===== src/rtl/ct_had_pcfifo_rdctl.sv =====
// ct_had_pcfifo_rdctl
// Debug-side read controller for the HAD PC FIFO. Generates the FIFO write
// enable and pop, and returns the 64-bit FIFO output to the debugger as two
// 32-bit words: the low-word read pops and captures, the high-word read
// returns the upper half of the last capture.
//
// Build option: define HAD_PCFIFO_RDCNT_EN to build the pop counter on
// pcfifo_rd_cnt. Without it the counter is removed and the port reads 0.
module ct_had_pcfifo_rdctl #(
  parameter int DATAW = 64,
  parameter int RDW   = 32,
  parameter int DEPTH = 16
) (
  input  logic             cpuclk,
  input  logic             cpurst_b,
  input  logic             had_dbg_mode,
  input  logic             regs_pcfifo_trace_en,
  input  logic             regs_pcfifo_rd_req,
  input  logic             regs_pcfifo_rd_sel,
  input  logic [DATAW-1:0] pcfifo_regs_data,
  output logic             ctrl_pcfifo_wen,
  output logic             ctrl_pcfifo_ren,
  output logic             pcfifo_rd_ack,
  output logic [RDW-1:0]   pcfifo_rd_data,
  output logic             pcfifo_rd_err,
  output logic [4:0]       pcfifo_rd_cnt
);

  typedef enum logic [1:0] {
    S_IDLE,
    S_POP,
    S_WAIT,
    S_DONE
  } state_t;

  state_t           state;
  logic             sel_q;
  logic [DATAW-1:0] hold;

  // Word select: 1 = upper half, 0 = lower half of a captured FIFO word.
  function automatic logic [RDW-1:0] pick_word(input logic sel,
                                               input logic [DATAW-1:0] word);
    return sel ? word[2*RDW-1:RDW] : word[RDW-1:0];
  endfunction

  // Recording runs only while tracing is enabled and the core is not halted;
  // the registered enable freezes the FIFO one cycle after debug entry.
  always_ff @(posedge cpuclk or negedge cpurst_b) begin
    if (!cpurst_b) begin
      ctrl_pcfifo_wen <= 1'b0;
    end else begin
      // NOTE: non-blocking assignments on all state so every register sees
      // the pre-edge values of the others, whatever the statement order.
      ctrl_pcfifo_wen <= regs_pcfifo_trace_en & ~had_dbg_mode;
    end
  end

  // Read FSM with registered ren/ack/data/err. The response for a word is
  // loaded on the edge that enters DONE, so ack is high exactly in DONE.
  always_ff @(posedge cpuclk or negedge cpurst_b) begin
    if (!cpurst_b) begin
      state           <= S_IDLE;
      sel_q           <= 1'b0;
      // NOTE: the hold register is reset too, because a high-word read with
      // no prior low-word read must return a defined 0.
      hold            <= '0;
      ctrl_pcfifo_ren <= 1'b0;
      pcfifo_rd_ack   <= 1'b0;
      pcfifo_rd_data  <= '0;
      pcfifo_rd_err   <= 1'b0;
    end else begin
      // Pulse outputs default low; data is zero outside ack.
      ctrl_pcfifo_ren <= 1'b0;
      pcfifo_rd_ack   <= 1'b0;
      pcfifo_rd_data  <= '0;
      pcfifo_rd_err   <= 1'b0;
      case (state)
        S_IDLE: begin
          if (regs_pcfifo_rd_req) begin
            sel_q <= regs_pcfifo_rd_sel;
            if (regs_pcfifo_rd_sel) begin
              // High word comes straight from the last capture.
              state          <= S_DONE;
              pcfifo_rd_ack  <= 1'b1;
              pcfifo_rd_data <= pick_word(1'b1, hold);
            end else begin
              state           <= S_POP;
              ctrl_pcfifo_ren <= 1'b1;
            end
          end
        end
        S_POP: begin
          pcfifo_rd_err <= regs_pcfifo_rd_req;
          state         <= S_WAIT;
        end
        S_WAIT: begin
          // FIFO output is valid now, one cycle after the pop.
          pcfifo_rd_err  <= regs_pcfifo_rd_req;
          hold           <= pcfifo_regs_data;
          pcfifo_rd_ack  <= 1'b1;
          pcfifo_rd_data <= pick_word(sel_q, pcfifo_regs_data);
          state          <= S_DONE;
        end
        S_DONE: begin
          pcfifo_rd_err <= regs_pcfifo_rd_req;
          state         <= S_IDLE;
        end
        default: state <= S_IDLE;
      endcase
    end
  end

`ifdef HAD_PCFIFO_RDCNT_EN
  localparam logic [4:0] CNT_MAX = 5'(DEPTH);

  logic dbg_q;

  // Pops since the last debug entry; a debug-entry clear beats a pop in the
  // same cycle, and the count sticks at the FIFO depth.
  always_ff @(posedge cpuclk or negedge cpurst_b) begin
    if (!cpurst_b) begin
      dbg_q         <= 1'b0;
      pcfifo_rd_cnt <= 5'd0;
    end else begin
      dbg_q <= had_dbg_mode;
      if (had_dbg_mode && !dbg_q) begin
        pcfifo_rd_cnt <= 5'd0;
      end else if (state == S_POP && pcfifo_rd_cnt != CNT_MAX) begin
        pcfifo_rd_cnt <= pcfifo_rd_cnt + 5'd1;
      end
    end
  end
`else
  // Counter not built. DEPTH only sizes the counter; it is referenced here
  // so both builds keep an identical, fully used parameter list.
  assign pcfifo_rd_cnt = 5'(DEPTH) & 5'd0;
`endif

endmodule

===== config.mk =====
export PLATFORM = sky130hd
export DESIGN_NAME = ct_had_pcfifo_rdctl
export DESIGN_NICKNAME = d
export VERILOG_FILES = /design/src/rtl/ct_had_pcfifo_rdctl.sv
export SDC_FILE = /design/constraint.sdc
export NUM_CORES = 1
export LEC_CHECK = 0
export ABC_AREA = 1
export CAP_MARGIN = 20
export CORE_UTILIZATION = 48
export DETAILED_ROUTE_END_ITERATION = 8
export PLACE_DENSITY = 0.85
export RECOVER_POWER = 50
export REMOVE_ABC_BUFFERS = 1
export SETUP_SLACK_MARGIN = 0.02
export SLEW_MARGIN = 20
export SYNTH_ARGS = -nofsm -noshare
export SYNTH_HDL_FRONTEND = slang
export SYNTH_SLANG_ARGS = --single-unit

===== constraint.sdc =====
create_clock -name cpuclk -period 2.5 [get_ports cpuclk]
set_clock_uncertainty 0.05 [all_clocks]
set_input_delay 0.75 -clock cpuclk [delete_from_list [all_inputs] [get_ports cpuclk]]
set_output_delay 0.75 -clock cpuclk [all_outputs]
set_load 0.1 [all_outputs]

* Word level (Yosys, flattened, before mapping)
Cells that the tools add are included.
** Storage, ports and cells
- Register bits after elaboration :: 103
- Word-level logic and storage cells :: 31
- Input bits :: 70
** Operators by class
- Bitwise gates (word level) :: 2
- Eq/ne operators :: 4
- Muxes and demuxes :: 14
- Reduce and logical (&&, ||, !) cells :: 3
** Operators by type and width (count)
- 32-bit two-way mux :: 3
- 32-bit one-hot mux with 2 select lines :: 1
- 2-bit one-hot mux with 4 select lines :: 1
- 1-bit two-way mux :: 6
- 2-bit == test (second input constant) :: 2
- 2-bit two-way mux :: 2
- 3-bit OR reduction :: 1
- 2-bit by 1-bit == test with 1-bit output (second input constant) :: 1
- 2-bit zero test :: 1
- 2-bit inequality test (second input constant) :: 1
- 1-bit one-hot mux with 2 select lines :: 1
- 2-bit AND reduction :: 1
- 1-bit AND :: 1
- 1-bit NOT :: 1

* Longest topological paths before layout
Gate-level depths: netlist (run 1).
- Word-level depth :: 3
- Gate-level depth with buffers :: 6
- Gate-level depth less buffers :: 5

* Worst setup path after synthesis (run 1)
No wires, ideal clock.
- Path type :: register -> output
- From :: register ctrl_pcfifo_ren
- To :: output port ctrl_pcfifo_ren
- Data arrival time :: 0.883 ns
- Stages on the path, launching flop included :: 1
- Required time :: 1.700 ns
- Path buffers :: 0
- Path slack :: 0.817 ns
- Path through :: dfrtp_1
** RTL lines
- start: declaration :: RTL line 22 : output logic ctrl_pcfifo_ren,
- start signal: assignment :: RTL line 67 : ctrl_pcfifo_ren <= 1'b0;
- start signal: assignment :: RTL line 73 : ctrl_pcfifo_ren <= 1'b0;
- start signal: assignment :: RTL line 88 : ctrl_pcfifo_ren <= 1'b1;
No word-level cell between the ends.

* Worst setup path after layout (run 1)
- From :: register state[0]
- To :: register hold[53]
** Between the ends
- Word-level cells in the longest chain between the ends :: 1
** RTL lines
- start: declaration :: RTL line 36 : state_t state;
- start signal: assignment :: RTL line 62 : state <= S_IDLE;
- start signal: assignment :: RTL line 83 : state <= S_DONE;
- start signal: assignment :: RTL line 87 : state <= S_POP;
- 2-bit == test :: RTL line 77 : case (state)
- end signal: assignment :: RTL line 99 : hold <= pcfifo_regs_data;
- end: declaration :: RTL line 38 : logic [DATAW-1:0] hold;
Every way passes these cells.
A chain may end at the register's enable or synchronous reset.

==> results of run 1 <==
[registers in the layout (all words and copies together), names as in the netlist]
signal and cells:
pcfifo_rd_ack 1, pcfifo_rd_data 32, ctrl_pcfifo_wen 1, hold 32, state 2, pcfifo_rd_err 1, ctrl_pcfifo_ren 1, sel_q 1
[tightest hold or removal path, stage by stage, from the launching register on]
cell and delay (ns):
dfrtp_1 0.36, nand2_1 0.06, o21ai_0 0.06
[Yosys cell counts]
cell type	instances
nand4_1	1
nand2_1	39
o22ai_1	2
o21ai_0	63
a21oi_2	1
clkbuf_1	4
buf_2	12
nor2_1	36
buf_6	3
nand3_1	2
inv_2	1
o22ai_2	29
inv_1	39
buf_4	5
dfrtp_1	71
a21oi_1	2
o21ai_1	2
or2_0	1
ha_1	4
conb_1	1
nand3_2	1
[per-stage QoR]
step	instance area [um^2]	utilization, %	instances	hold WS, ns
final	4280	67.3	502	0.467
after global placement	4160	65.6	488	0.444
after detailed placement	4160	65.6	488	0.450
after floorplan	3030	-	299	0.403
after global routing	4280	67.3	502	0.518
after CTS	4310	67.9	502	0.326
[cell usage in the layout (no fill, tap or decap), drive strengths merged, types with 2 or more instances in the layout]
cell type      instances
inv                   40
dfrtp                 71
clkdlybuf4s50         66
o22ai                 31
buf                   41
nand2                 39
ha                     4
nor2                  36
o21ai                 65
nand3                  3
dlygate4sd3            2
conb                   5
a21oi                  3
clkinv                 2
clkbuf                15
[how the worst max path moves through the flow]
stage,endpoint,slack [ns],cells past startpoint
floorplan,hold[55],0.46,5
global placement,pcfifo_rd_data[12],0.59,4
detailed placement,pcfifo_rd_data[12],0.54,4
CTS,pcfifo_rd_data[12],0.71,1
global route,hold[36],0.48,2
finish,hold[53],0.68,4
[routing by layer]
metal	part of all wire, %	routed length [um]
met2	50	3660
met4	0.58	42
met1	44	3220
met5	0	0
met3	4.9	360
[cells by family (layout without fill, tap and decap cells)]
group                      count (synthesis)  after routing
AOI/OAI and AO/OA                         99             99
adders and majority gates                  4              4
buffers and inverters                     64            166
DFF                                       71             71
other                                      1              5
and+or+nand+nor                           80             80
[layout make-up]
cell class                      instances  area, um^2  area share (%)
Clock buffer                           12         135            3.16
Clock inverter                          2        10.0           0.234
Inverter                               40         150            3.51
Multi-Input combinational cell        188        1090            25.6
Sequential cell                        71        1780            41.5
Tap cell                               77        96.3            2.25
Timing Repair Buffer                  112        1010            23.7
==> flow_summary.toml, run 1 <==
[worst_setup_path]
slowest_delay_ns = 0.66
cp_cell_sequence = "inv_1 -> ha_1 -> buf_4 -> o21ai_0"
cp_max_fo = 23
timing.rr.end = "hold[53]"
slowest_stage = "ha_1"
startpoint = "state[0]"
critPathLaunchType = "flop"
r2r-start = "state[0]"
path_buf_inv = 2
cp-end-kind = "flop"
cp.required_ns = 2.65
r2r_cells = 4
worstSetupPathType = "flop to flop"
path_delay_family = "adder cells"
r2r_slack_ns = 0.68
critPathArrivalTime_ns = 1.97

[drt]
vias = 2581
drt-total-wl_um = 7280
ant_nets = 0
drt-vias-per-instance = 5.14
drt_iter0_drc = 132
avgRoutedWirePerCell_um = 14.5
dr.pass1.iters = 4
remaining_drc_errors = 0

[global_routing]
antenna_found_initial = 0
grt_pass1_wl_um = 12500
grt_usage_pct = 22.6
grt.busiest_layer = "met2"
grt_pass1_vias = 2637
use_met1_pct = 29.9
use_met2_pct = 37.6
use_met3_pct = 3.58
grt.overflow.total = 0
grt_max_degree = 36

[cts]
cts_htree_levels = 3
numCtsBuffers = 9
clk_latency_ns = 0.33
clockBufferDepth = 2
cts_setup_buffers = 0
cts_tree = "built"
postCtsHoldBufs = 0
path_clk_slew_ns = 0.07
cts_resized = 0
cts_num_sinks = 71
cts-root-buf = "clkbuf_8"

[timing]
slew_violations = 0
slew_headroom_pct = 40.0
hold_viol = 0
rsz0062_at_grt = "false"
setup_viol = 0
worst_pin_slew_ns = 0.900
max_freq_mhz = 548
tns_ns = 0
fin_ws_ns = 0.677
final.period_utilization_pct = 72.9
fin_crit_ns = 1.82

[status]
run_status = "completed"

[yosys]
synth_compound_area_share_pct = 22.8
yosys_register_bits = 71
synth_fa_ha_area_share_pct = 1.58
synth_warnings = 0
syn_inst = 319
synth_area_um2 = 3160
synth_xor_area_share_pct = 0
synth.yosys.seq_area_share_pct = 56.2
synth.avg_cell_area_um2 = 9.91
yosysUniqueCellTypes = 21
synth_area_leaders = "dfrtp_1 (56%), o22ai_2 (11%), o21ai_0 (10%)"
synth-simple-area-share_pct = 9.94
muxShareOfSynthArea_pct = 0
yosys.area.top_type = "dfrtp_1"
synth_top_family_by_area = "compound AO/OA/AOI/OAI gates"
yosysTopAreaCellShare_pct = 56.2

[placed_design]
port_buffers = 105
hpwl_um = 4900
dp_slack_ns = 0.542
place_congestion = 0.767

[floorplan]
initial_utilization_pct = 49.8
num_io_pins = 111
num_rows = 29
die_h_um = 83.1
dieArea_um2 = 6910
core_area_um2 = 6350
fp.dieW_um = 83.1

[final_layout]
n_fill_cell = 537
nets = 496
area_growth_pct = 35.3
n_antenna_cell = 0
drive_gt1_share_pct = 19.8

[hold_path]
hold_depth = 2
min_to = "hold[55]"
worstHoldPathType = "flop to flop"
holdCritStartpoint = "hold[55]"

[job]
maxCapViolCount = 0
Power of run 1 is not shown: default switching activity piles up to over one toggle a cycle in this logic, so the estimate is an artifact.
==> inputs of run 2 (changes only) <==
Settings changed: CORE_UTILIZATION 48 to 41, PLACE_DENSITY 0.85 to 0.77.
Clock period 2.5 ns to 1.47 ns, I/O delays scaled along.
==> run 2 against run 1 <==
Compared with the run above: sequential share of layout area shrank 5.4 points; worst setup slack got worse by 0.62 ns; utilization fell by 0.66 points; via count increased by 1.7%; sequential cell count unchanged; count of clock-buffer cells in the layout rose by 2; first-iteration DRC count fell by 28%; global-route usage fell by 1.9 points; largest cell class unchanged.
==> flow_summary.toml, run 2 (synthesized netlist as in run 1, its figures left out) <==
[final_layout]
finalInstanceArea_um2 = 4910
fin_util_pct = 66.7
n_fill_cell = 565
fin_cells = 533
final_cell_mix = "dfrtp_1 (71), clkdlybuf4s50_1 (66), o21ai_0 (63)"
drive_gt1_share_pct = 23.3
area_growth_pct = 55.5
n_antenna_cell = 0
final_common_cell = "dfrtp_1"
top_regs = "hold: 32 flops, pcfifo_rd_data: 32 flops, state: 2 flops"
nets = 503

[timing]
setup_viol = 0
max_freq_mhz = 706
fin_crit_ns = 1.42
final.period_utilization_pct = 96.4
worst_pin_slew_ns = 0.930
slew_violations = 0
rsz0062_at_grt = "true"
hold_viol = 0
slew_headroom_pct = 38.0
fin_ws_ns = 0.0526

[drt]
ant_nets = 0
remaining_drc_errors = 0
dr.pass1.iters = 4
met3_length_um = 333
met1_length_um = 3220
drt_iter0_drc = 95
highest-signal-layer = "met4"
avgRoutedWirePerCell_um = 14.4
drt-total-wl_um = 7670
vias = 2625
met2_length_um = 3920
drt-vias-per-instance = 4.92

[power]
power.density_nw_per_um2 = 2610
leakage_uw = 0.00221
total_power_uw = 12800
ir_drop_v = 0.00138

[global_routing]
grt_usage_pct = 20.6
antenna_found_initial = 0
grt_max_degree = 72
grt_pass1_wl_um = 13100
grt_pass1_vias = 2825
grt.overflow.total = 0

[placed_design]
place_inst = 517
hpwl_um = 5420
place_congestion = 0.763
dp_slack_ns = -0.148
port_buffers = 105
place_area_um2 = 4720

[worst_setup_path]
path_delay_family = "flip-flops"
cp_max_fo = 1
cp_cell_sequence = "buf_12"
cp.required_ns = 0.98
worstSetupPathType = "flop to output pin"
slowest_stage = "dfrtp_1"
critPathArrivalTime_ns = 0.93
slowest_delay_ns = 0.41
r2r_slack_ns = 0.11
path_buf_inv = 1
critPathLaunchType = "flop"
cp-end-kind = "output pin"

[status]
run_status = "completed"

[cts]
postCtsHoldBufs = 0
cts_num_sinks = 71
path_clk_slew_ns = 0.08
clk_latency_ns = 0.34
cts_setup_buffers = 0
cts_htree_levels = 3
clockBufferDepth = 2
cts-root-buf = "clkbuf_8"
cts_tree = "built"
numCtsBuffers = 9

[floorplan]
initial_utilization_pct = 42.9
die_h_um = 89.8
fp.dieW_um = 89.8
core_area_um2 = 7370
num_rows = 31
num_io_pins = 111
dieArea_um2 = 8060

[hold_path]
worstHoldPathType = "primary input to async pin"

[job]
maxCapViolCount = 0
## run 2: path summary, 6_finish.rpt
check / from / endpoint / depth (start not counted)
min in group cpuclk: hold[55] / hold[55] / 2
worst min register to register: hold[55] / hold[55] / 2
worst max register to register: state[0] / pcfifo_rd_data[1] / 5
max in group asynchronous: cpurst_b / hold[55] / 2
worst min-delay path: cpurst_b / pcfifo_rd_data[9] / 2
worst max-delay path: pcfifo_rd_data[18] / pcfifo_rd_data[18] / 1
## run 2: report_power, final
part | internal, uW | leakage (uW) | switching [uW]
clock network | 796 | 0.0000987 | 684
logic | 2740 | 0.00120 | 5220
registers | 2860 | 0.000906 | 529
total | 6390 | 0.00221 | 6430
## run 2: final cells by class
cell class	instances	area [um^2]	area share, %
Clock buffer	14	183	3.72
Inverter	40	150	3.05
Sequential cell	71	1780	36.2
Tap cell	99	124	2.52
Multi-Input combinational cell	188	1120	22.7
Clock inverter	2	12.5	0.255
Timing Repair Buffer	119	1550	31.6
## run 2: per-stage QoR
step	hold WS [ns]	setup TNS [ns]
after floorplan	0.0954	-24.88
after global placement	0.426	-2.95
after detailed placement	0.430	-3.93
after CTS	0.0685	0
after global routing	0.417	0
final	0.332	0
## run 2: layer usage
layer / GRT usage [%] / vias to the layer above
li1: - / 1250
met1: 25.1 / 1270
met2: 35.6 / 85
met3: 4.82 / 20
met4: 7.65 / 0
met5: 0 / -
## run 2: timing repair
item                       in CTS  in global routing
resized for setup               1                  4
pin swaps                       0                  0
setup endpoints to repair      27                 42
Power figures use the tool's default switching activity.
==> inputs of run 3 (changes only) <==
Settings changed: SLEW_MARGIN 20 to default.
==> results of run 3 <==
No change in the layout: final DEF, timing and power equal those of run 2.
